--- src/rtl/pov_fb_sequencer_if.sv ---
// Command, CPU-write and framebuffer-write bundle for pov_fb_sequencer.
// master drives commands/CPU writes/theta; slave (the sequencer) drives fb_* and status.
interface pov_fb_sequencer_if #(
  parameter int COL_W = 8
);
  logic             cmd_valid;
  logic             cmd_ready;
  logic [COL_W-1:0] cmd_start;
  logic [COL_W-1:0] cmd_end;
  logic [23:0]      cmd_color;
  logic             cpu_wr_valid;
  logic [COL_W-1:0] cpu_wr_col;
  logic [23:0]      cpu_wr_data;
  logic [5:0]       theta;
  logic             fb_we;
  logic [COL_W-1:0] fb_addr;
  logic [23:0]      fb_wdata;
  logic             busy;
  logic             done;

  modport master (
    output cmd_valid, cmd_start, cmd_end, cmd_color,
    output cpu_wr_valid, cpu_wr_col, cpu_wr_data, theta,
    input  cmd_ready, fb_we, fb_addr, fb_wdata, busy, done
  );

  modport slave (
    input  cmd_valid, cmd_start, cmd_end, cmd_color,
    input  cpu_wr_valid, cpu_wr_col, cpu_wr_data, theta,
    output cmd_ready, fb_we, fb_addr, fb_wdata, busy, done
  );
endinterface

--- src/rtl/pov_fb_sequencer.sv ---
// POV framebuffer fill sequencer: writes a colour over a (wrapping) column range,
// with CPU writes taking priority. Optional tear guard via `define POV_TEAR_GUARD_EN.
module pov_fb_sequencer #(
  parameter int N_COLS = 256,
  parameter int COL_W  = 8
) (
  input logic               clk,
  input logic               reset,
  pov_fb_sequencer_if.slave bus
);

  typedef enum logic [1:0] {IDLE, FILL, DONE} state_t;

  state_t           state;
  logic [COL_W-1:0] fill_ptr;
  logic [COL_W-1:0] end_col;
  logic [23:0]      color_q;
  logic [COL_W-1:0] ptr_next;
  logic             tear_stall;
  logic             fill_write;

`ifdef POV_TEAR_GUARD_EN
  logic [7:0]       group_base;
  logic [COL_W-1:0] group_col;

  // Stall while the pointer sits in the 4-column group currently being displayed.
  always_comb begin
    group_base = {bus.theta, 2'b00};
    group_col  = group_base[COL_W-1:0];
    tear_stall = (fill_ptr >> 2) == (group_col >> 2);
  end
`else
  logic unused_theta;

  assign unused_theta = ^bus.theta;
  assign tear_stall   = 1'b0;
`endif

  always_comb begin
    ptr_next   = (fill_ptr == COL_W'(N_COLS - 1)) ? '0 : fill_ptr + 1'b1;
    fill_write = (state == FILL) && !bus.cpu_wr_valid && !tear_stall;
  end

  always_ff @(posedge clk) begin
    if (reset) begin
      state         <= IDLE;
      fill_ptr      <= '0;
      end_col       <= '0;
      color_q       <= '0;
      bus.cmd_ready <= 1'b1;
      bus.busy      <= 1'b0;
      bus.done      <= 1'b0;
      bus.fb_we     <= 1'b0;
      bus.fb_addr   <= '0;
      bus.fb_wdata  <= '0;
    end else begin
      bus.fb_we <= 1'b0;
      bus.done  <= 1'b0;

      if (bus.cpu_wr_valid) begin
        bus.fb_we    <= 1'b1;
        bus.fb_addr  <= bus.cpu_wr_col;
        bus.fb_wdata <= bus.cpu_wr_data;
      end else if (fill_write) begin
        bus.fb_we    <= 1'b1;
        bus.fb_addr  <= fill_ptr;
        bus.fb_wdata <= color_q;
        fill_ptr     <= ptr_next;
      end

      unique case (state)
        IDLE: begin
          if (bus.cmd_valid) begin
            state         <= FILL;
            fill_ptr      <= bus.cmd_start;
            end_col       <= bus.cmd_end;
            color_q       <= bus.cmd_color;
            bus.cmd_ready <= 1'b0;
            bus.busy      <= 1'b1;
          end
        end
        FILL: begin
          if (fill_write && (fill_ptr == end_col)) begin
            state    <= DONE;
            bus.done <= 1'b1;
          end
        end
        DONE: begin
          state         <= IDLE;
          bus.cmd_ready <= 1'b1;
          bus.busy      <= 1'b0;
        end
        default: begin
          state         <= IDLE;
          bus.cmd_ready <= 1'b1;
          bus.busy      <= 1'b0;
        end
      endcase
    end
  end

endmodule

--- src/flat_wrapper.sv ---
// flat-port wrapper written by rule: the top's interface ports become plain ports
module pov_fb_sequencer_flat 
#(
  parameter int N_COLS = 256,
  parameter int COL_W  = 8
)
  (clk, reset, bus_cmd_valid, bus_cmd_start, bus_cmd_end, bus_cmd_color, bus_cpu_wr_valid, bus_cpu_wr_col, bus_cpu_wr_data, bus_theta, bus_cmd_ready, bus_fb_we, bus_fb_addr, bus_fb_wdata, bus_busy, bus_done);
  pov_fb_sequencer_if #(.COL_W(COL_W)) bus_i ();
  input logic clk;
  input logic reset;
  input wire logic [$bits(bus_i.cmd_valid)-1:0] bus_cmd_valid;
  input wire logic [$bits(bus_i.cmd_start)-1:0] bus_cmd_start;
  input wire logic [$bits(bus_i.cmd_end)-1:0] bus_cmd_end;
  input wire logic [$bits(bus_i.cmd_color)-1:0] bus_cmd_color;
  input wire logic [$bits(bus_i.cpu_wr_valid)-1:0] bus_cpu_wr_valid;
  input wire logic [$bits(bus_i.cpu_wr_col)-1:0] bus_cpu_wr_col;
  input wire logic [$bits(bus_i.cpu_wr_data)-1:0] bus_cpu_wr_data;
  input wire logic [$bits(bus_i.theta)-1:0] bus_theta;
  output wire logic [$bits(bus_i.cmd_ready)-1:0] bus_cmd_ready;
  output wire logic [$bits(bus_i.fb_we)-1:0] bus_fb_we;
  output wire logic [$bits(bus_i.fb_addr)-1:0] bus_fb_addr;
  output wire logic [$bits(bus_i.fb_wdata)-1:0] bus_fb_wdata;
  output wire logic [$bits(bus_i.busy)-1:0] bus_busy;
  output wire logic [$bits(bus_i.done)-1:0] bus_done;
  assign bus_i.cmd_valid = bus_cmd_valid;
  assign bus_i.cmd_start = bus_cmd_start;
  assign bus_i.cmd_end = bus_cmd_end;
  assign bus_i.cmd_color = bus_cmd_color;
  assign bus_i.cpu_wr_valid = bus_cpu_wr_valid;
  assign bus_i.cpu_wr_col = bus_cpu_wr_col;
  assign bus_i.cpu_wr_data = bus_cpu_wr_data;
  assign bus_i.theta = bus_theta;
  assign bus_cmd_ready = bus_i.cmd_ready;
  assign bus_fb_we = bus_i.fb_we;
  assign bus_fb_addr = bus_i.fb_addr;
  assign bus_fb_wdata = bus_i.fb_wdata;
  assign bus_busy = bus_i.busy;
  assign bus_done = bus_i.done;
  pov_fb_sequencer #(.N_COLS(N_COLS), .COL_W(COL_W)) u_core (.clk(clk), .reset(reset), .bus(bus_i));
endmodule
--- config.mk ---
export PLATFORM = sky130hd
export DESIGN_NAME = pov_fb_sequencer_flat
export DESIGN_NICKNAME = d
export VERILOG_FILES = /design/src/rtl/pov_fb_sequencer_if.sv /design/src/rtl/pov_fb_sequencer.sv /design/src/flat_wrapper.sv
export SDC_FILE = /design/constraint.sdc
export NUM_CORES = 1
export LEC_CHECK = 0
export CAP_MARGIN = 20
export CELL_PAD_IN_SITES_DETAIL_PLACEMENT = 0
export CELL_PAD_IN_SITES_GLOBAL_PLACEMENT = 1
export CORE_MARGIN = 8
export CORE_UTILIZATION = 29
export CTS_CLUSTER_SIZE = 8
export DETAILED_ROUTE_END_ITERATION = 12
export PLACE_DENSITY_LB_ADDON = 0.1
export SYNTH_ARGS = -nofsm -noshare
export SYNTH_HDL_FRONTEND = slang
export SYNTH_SLANG_ARGS = --single-unit
--- constraint.sdc ---
create_clock -name clk -period 1.55 [get_ports clk]
set_input_delay 0.155 -clock clk [delete_from_list [all_inputs] [get_ports clk]]
set_output_delay 0.155 -clock clk [all_outputs]
set_load 0.1 [all_outputs]
# After elaboration in Yosys (flattened, before gate mapping)
# Index checks and enable logic that the tools add are counted.
# Widths: inputs -> output; s select.
[totals] regBits=78 in_bits=82 out_inout_bits=36 elab_cells=45
[op_classes] n_addsub=1 eq_ne=5 mux=19 n_bitwise=1 n_reduce_logical=9
[op_table] operator="$mux 8" count=7
[op_table] operator="$mux 24" count=2
[op_table] operator="$add 8x1->8 const B" count=1
[op_table] operator="$eq 8x8->1" count=1
[op_table] operator="$eq 8x8->1 const B" count=1
[op_table] operator="$reduce_and 2->1" count=3
[op_table] operator="$mux 1" count=5
[op_table] operator="$mux 2" count=2
[op_table] operator="$ne 2x2->1 const B" count=2
[op_table] operator="$pmux 1 s2" count=2
[op_table] operator="$pmux 2 s2" count=1
[op_table] operator="$eq 2x1->1 const B" count=1
[op_table] operator="$logic_and 1x1->1" count=2
[op_table] operator="$logic_not 2->1" count=1
[op_table] operator="$reduce_bool 2->1" count=1
[op_table] operator="$reduce_or 2->1" count=1
[op_table] operator="$logic_not 1->1" count=1
[op_table] operator="$not 1->1" count=1

# Logic depth before layout (Yosys ltp)
# Gate-level depths: netlist of run 1.
[logic_depth] ltp_word=6 depth_mapped=6 depth_no_buf=5

# Worst setup path before layout of run 1
# OpenSTA, ideal clock, no wires.
[synth_timing] kind="reg-to-reg" from="register, netlist name u_core.bus.fb_wdata[0]" to="register u_core.bus.fb_wdata[0]" setup_time_ps=70 arrival_ps=1389 required_ps=1480 path_slack_ps=91 stages_incl_launch_ff=4 path_buffers=0 synth_period_minus_slack_ps=1459 path_cell_list="dfxtp_1 > mux2_2 > nand2_1 > a21oi_1"
[synth_rtl] item="to (signal assigned)" line_no="pov_fb_sequencer.sv:63" text="bus.fb_wdata <= bus.cpu_wr_data;"
[synth_rtl] item="to (signal assigned)" line_no="pov_fb_sequencer.sv:67" text="bus.fb_wdata <= color_q;"
[synth_rtl] item="to (decl)" line_no="pov_fb_sequencer_if.sv:30" text="output cmd_ready, fb_we, fb_addr, fb_wdata, busy, done"

# Final worst setup path of run 1
[layout_timing] from="register u_core.state[0]" to="register u_core.fill_ptr[6]"
[layout_via] elab_chain_cells=6 word_cells_on_any_way=7 cone_classes="1 x eq/ne; 4 x mux; 2 x reduce/logical"
[layout_lines] item="from (decl)" line_no="pov_fb_sequencer.sv:14" text="state_t state;"
[layout_lines] item="from (signal assigned)" line_no="pov_fb_sequencer.sv:46" text="state <= IDLE;"
[layout_lines] item="from (signal assigned)" line_no="pov_fb_sequencer.sv:74" text="state <= FILL;"
[layout_lines] item="from (signal assigned)" line_no="pov_fb_sequencer.sv:84" text="state <= DONE;"
[layout_lines] item="$eq 2x1->1" line_no="pov_fb_sequencer.sv:41" text="fill_write = (state == FILL) && !bus.cpu_wr_valid && !tear_stall;"
[layout_lines] item="$logic_and 1x1->1" line_no="pov_fb_sequencer.sv:41"
[layout_lines] item="$mux 8" line_no="pov_fb_sequencer.sv:64" text="end else if (fill_write) begin"
[layout_lines] item="$mux 8" line_no="pov_fb_sequencer.sv:60" text="if (bus.cpu_wr_valid) begin"
[layout_lines] item="$mux 8" line_no="pov_fb_sequencer.sv:73" text="if (bus.cmd_valid) begin"
[layout_lines] item="$mux 8 *" line_no="pov_fb_sequencer.sv:71" text="unique case (state)"
[layout_lines] item="to (signal assigned)" line_no="pov_fb_sequencer.sv:68" text="fill_ptr <= ptr_next;"
[layout_lines] item="to (signal assigned)" line_no="pov_fb_sequencer.sv:75" text="fill_ptr <= bus.cmd_start;"
[layout_lines] item="to (decl)" line_no="pov_fb_sequencer.sv:15" text="logic [COL_W-1:0] fill_ptr;"
# Every way passes the cells marked *; elsewhere a longest branch is shown, timed or not.
# A chain may end at the register's enable or synchronous reset.

==> reports/qor.txt, run 1 <==
Synth Instances: 393
drt initial violations: 114
post-synth cell types: 39
Synth area leader: dfxtp_1
post-layout util: 48.5%
final hold viol count: 0
register area share after synthesis: 47.0%
simple-gate share of the synthesized area: 19.8%
Synth Register Bits: 78
Max Fclk: 695 MHz
Final Cycle Share: 92.8%
RR Startpoint: u_core.state[0]
NumNets Final: 597
Final Max Slew Viols: 0
relative slew slack: 76.2%
RSZ-0062 raised after global routing: no
top cells by area, synth: dfxtp_1 47%, nand2_1 13%, a21oi_1 8.9%
Seq pwr share: 35.0%
first drt pass iteration count: 4
P_sw: 1.79 mW
critical path arrival: 1.70 ns
io pins: 118
via count: 3050
share of cells above drive strength 1: 18.7%
main flop type after synthesis: dfxtp_1
worst-path cell chain: nand4bb_4 -> or3_1 -> xor2_1 -> a211oi_2
number of flops mapped to enable cells by yosys: 0
number of port buffers: 111
CTS resizes: 0
dpl cell area: 0.00507 mm2
Max clock buf depth: 2
P_int: 4.69 mW
Startpoint Class: flip-flop
H-tree levels: 3
Crit path buffers/inverters: 0
Wirelength per Cell: 15.3 um
number of global-route vias before repair: 3101
Max Cap Viol: 0
Setup Buffers After CTS: 0
Fin Setup TNS: 0 ns
initial antenna violation count: 0
worst hold stages: 4
RR Endpoint: u_core.fill_ptr[6]
Post-Synth Adder-Cell Area: 0.377%
post-route ant nets: 0
combinational power share: 23.0%
final cell count without fillers: 662
Die Y: 123 um
commonest cells after routing, fill and taps aside: 113 x nand2_1, 77 x dfxtp_1, 74 x clkdlybuf4s50_1
worst IR drop on VDD: 0.839 mV
Routed WL: 10100 um
Post-Place Cells: 646
die area: 0.0151 mm2
CTS tree: done
Critical Path Max Stage Delay: 0.46 ns
clk_lat worst skew: 0.34 ns
clock sink total: 78
Core Region: 0.0113 mm2
Crit path required time: 1.82 ns
Clk pin slew, worst setup/hold paths: 0.06 ns
first-pass GRT wire length: 16200 um
largest family of logic cells by synthesized area: simple AND/OR/NAND/NOR gates
area delta synth->final: 64.5%
FP Rows: 39
Worst Skew: 0.00611 ns
CTS buffer count: 9
hold_buf cts: 0
GRT Total Usage: 13.9%
min cycle time layout: 1.44 ns
final instance area: 0.00546 mm2
Antenna Cells: 0
drt drc: 0
Leakage: 2.21 nW
Yosys top cell area share: 47.0%
Sw Ratio: 27.6%
Hold EP: u_core.fill_ptr[3]
Final setup viols: 0
Slew @ Worst Pin: 0.349 ns
Critical Path Sink Type: flip-flop
initial cell density of the core: 29.4%
Synth Net Count: 476
HP Start: reset
die width: 123 um
Mapped Area: 0.00332 mm2
mux cell area share after synthesis: 9.88%
fin worst setup slack: 0.111 ns
fraction of registers with async set/reset: 0%
Root Driver: clkbuf_16
WS Path Type: reg -> reg
Top delay family on crit path: simple AND/OR/NAND/NOR gates
Hold Path Class: in -> reg
XOR/XNOR Fraction of Synth Area: 3.43%
Mean Syn Cell Area: 8.45 um2
Pwr Density: 1190 mW/mm2
Clk pwr share: 42.1%
CP max stage cell: dfxtp_1
complex-gate fraction of the synthesized area: 14.5%
leading cell type in the layout, fill and taps excluded: nand2_1
YS warnings: 0
outcome: completed
vias per inst: 4.61
dpl hpwl: 7350 um
largest net degree at the start of global routing: 29
R2R setup slack: 0.11 ns
gpl congestion: 0.751
worst-path fanout max: 5
R2R depth: 4
DP Worst Slack: -0.154 ns
GR Overflow Total: 0
-- cell usage after synthesis (2+ instances only) --
| cell type | number |
|---|---|
| mux2i_1 | 8 |
| nor3_1 | 2 |
| mux2_2 | 7 |
| xor2_1 | 11 |
| inv_1 | 4 |
| o21ai_0 | 3 |
| xnor2_1 | 2 |
| buf_6 | 3 |
| buf_4 | 2 |
| clkbuf_1 | 18 |
| a21oi_1 | 59 |
| mux2_1 | 15 |
| buf_2 | 4 |
| nor2_1 | 24 |
| buf_1 | 3 |
| nand2b_1 | 2 |
| a211oi_1 | 12 |
| dfxtp_1 | 78 |
| nand4_1 | 4 |
| nand2_1 | 113 |
-- per-layer routing --
layer  wire length [um]  track usage, %
met1               4340            16.2
met2               4960            22.5
met3                743            6.58
met4                106            3.61
met5                  0               0
-- layout make-up --
| type | count | area, um2 |
|---|---|---|
| clock buffers | 9 | 225 |
| clock inverters | 7 | 160 |
| fillers | 1097 | 5810 |
| inverters | 5 | 18.8 |
| multi-input cells | 280 | 1610 |
| flip-flops and latches | 78 | 1560 |
| well taps | 143 | 179 |
| repair buffers | 140 | 1710 |
-- state kept, by name (all words and copies together) (netlist names), 2 cells and up --
name                 cells
u_core.state             2
u_core.fill_ptr          8
u_core.bus.fb_wdata     24
u_core.bus.fb_addr       8
u_core.end_col           8
u_core.color_q          24
-- per-stage QoR --
stage,power (mW),hold WS [ns]
after floorplan,3.13,0.264
after global placement,3.80,0.441
after detailed placement,3.80,0.447
after CTS,6.57,0.208
after global routing,6.77,0.237
final,6.48,0.208
-- kinds of logic after synthesis --
kind of cell               count (synthesis)
muxes                                     30
DFF                                       78
adders and majority gates                  1
and+or+nand+nor                          153
xor gates and xnor gates                  13
buffers and inverters                     35
AOI/OAI and AO/OA                         83
-- worst min-delay path, stage by stage --
cell     delay (ns)
buf_2          0.14
nor2_1         0.09
nand2_1        0.06
o21ai_1        0.05
-- power groups by stage --
stage	clock (mW)	sequential, mW	combinational (mW)
after floorplan	0	2.70	0.437
after global placement	0	2.31	1.49
after detailed placement	0	2.31	1.50
after CTS	2.81	2.26	1.50
after global routing	2.90	2.28	1.58
final	2.73	2.26	1.49
-- worst max path at each step --
stage / startpoint / to / slack [ns] / cells after the start
after floorplan: u_core.bus.fb_wdata[0] / u_core.bus.fb_wdata[0] / 0.09 / 3
after global placement: bus_cpu_wr_valid / u_core.fill_ptr[6] / -0.14 / 5
after detailed placement: bus_cpu_wr_valid / u_core.fill_ptr[6] / -0.15 / 5
final: u_core.state[0] / u_core.fill_ptr[6] / 0.11 / 4
after global routing: u_core.fill_ptr[0] / u_core.fill_ptr[6] / 0.03 / 5
after CTS: u_core.fill_ptr[0] / u_core.state[0] / 0.09 / 5
No activity file was read; power rests on OpenSTA's default activity.
==> run 2, diff against run 1 <==
--- a/config.mk
+++ b/config.mk
@@ -12,6 +12,7 @@
 export CORE_UTILIZATION = 29
 export CTS_CLUSTER_SIZE = 8
 export DETAILED_ROUTE_END_ITERATION = 12
+export HOLD_SLACK_MARGIN = 0.15
 export PLACE_DENSITY_LB_ADDON = 0.1
 export SYNTH_ARGS = -nofsm -noshare
 export SYNTH_HDL_FRONTEND = slang
==> results of run 2 <==
The final DEF is identical to that of run 1; final timing and power are the same.
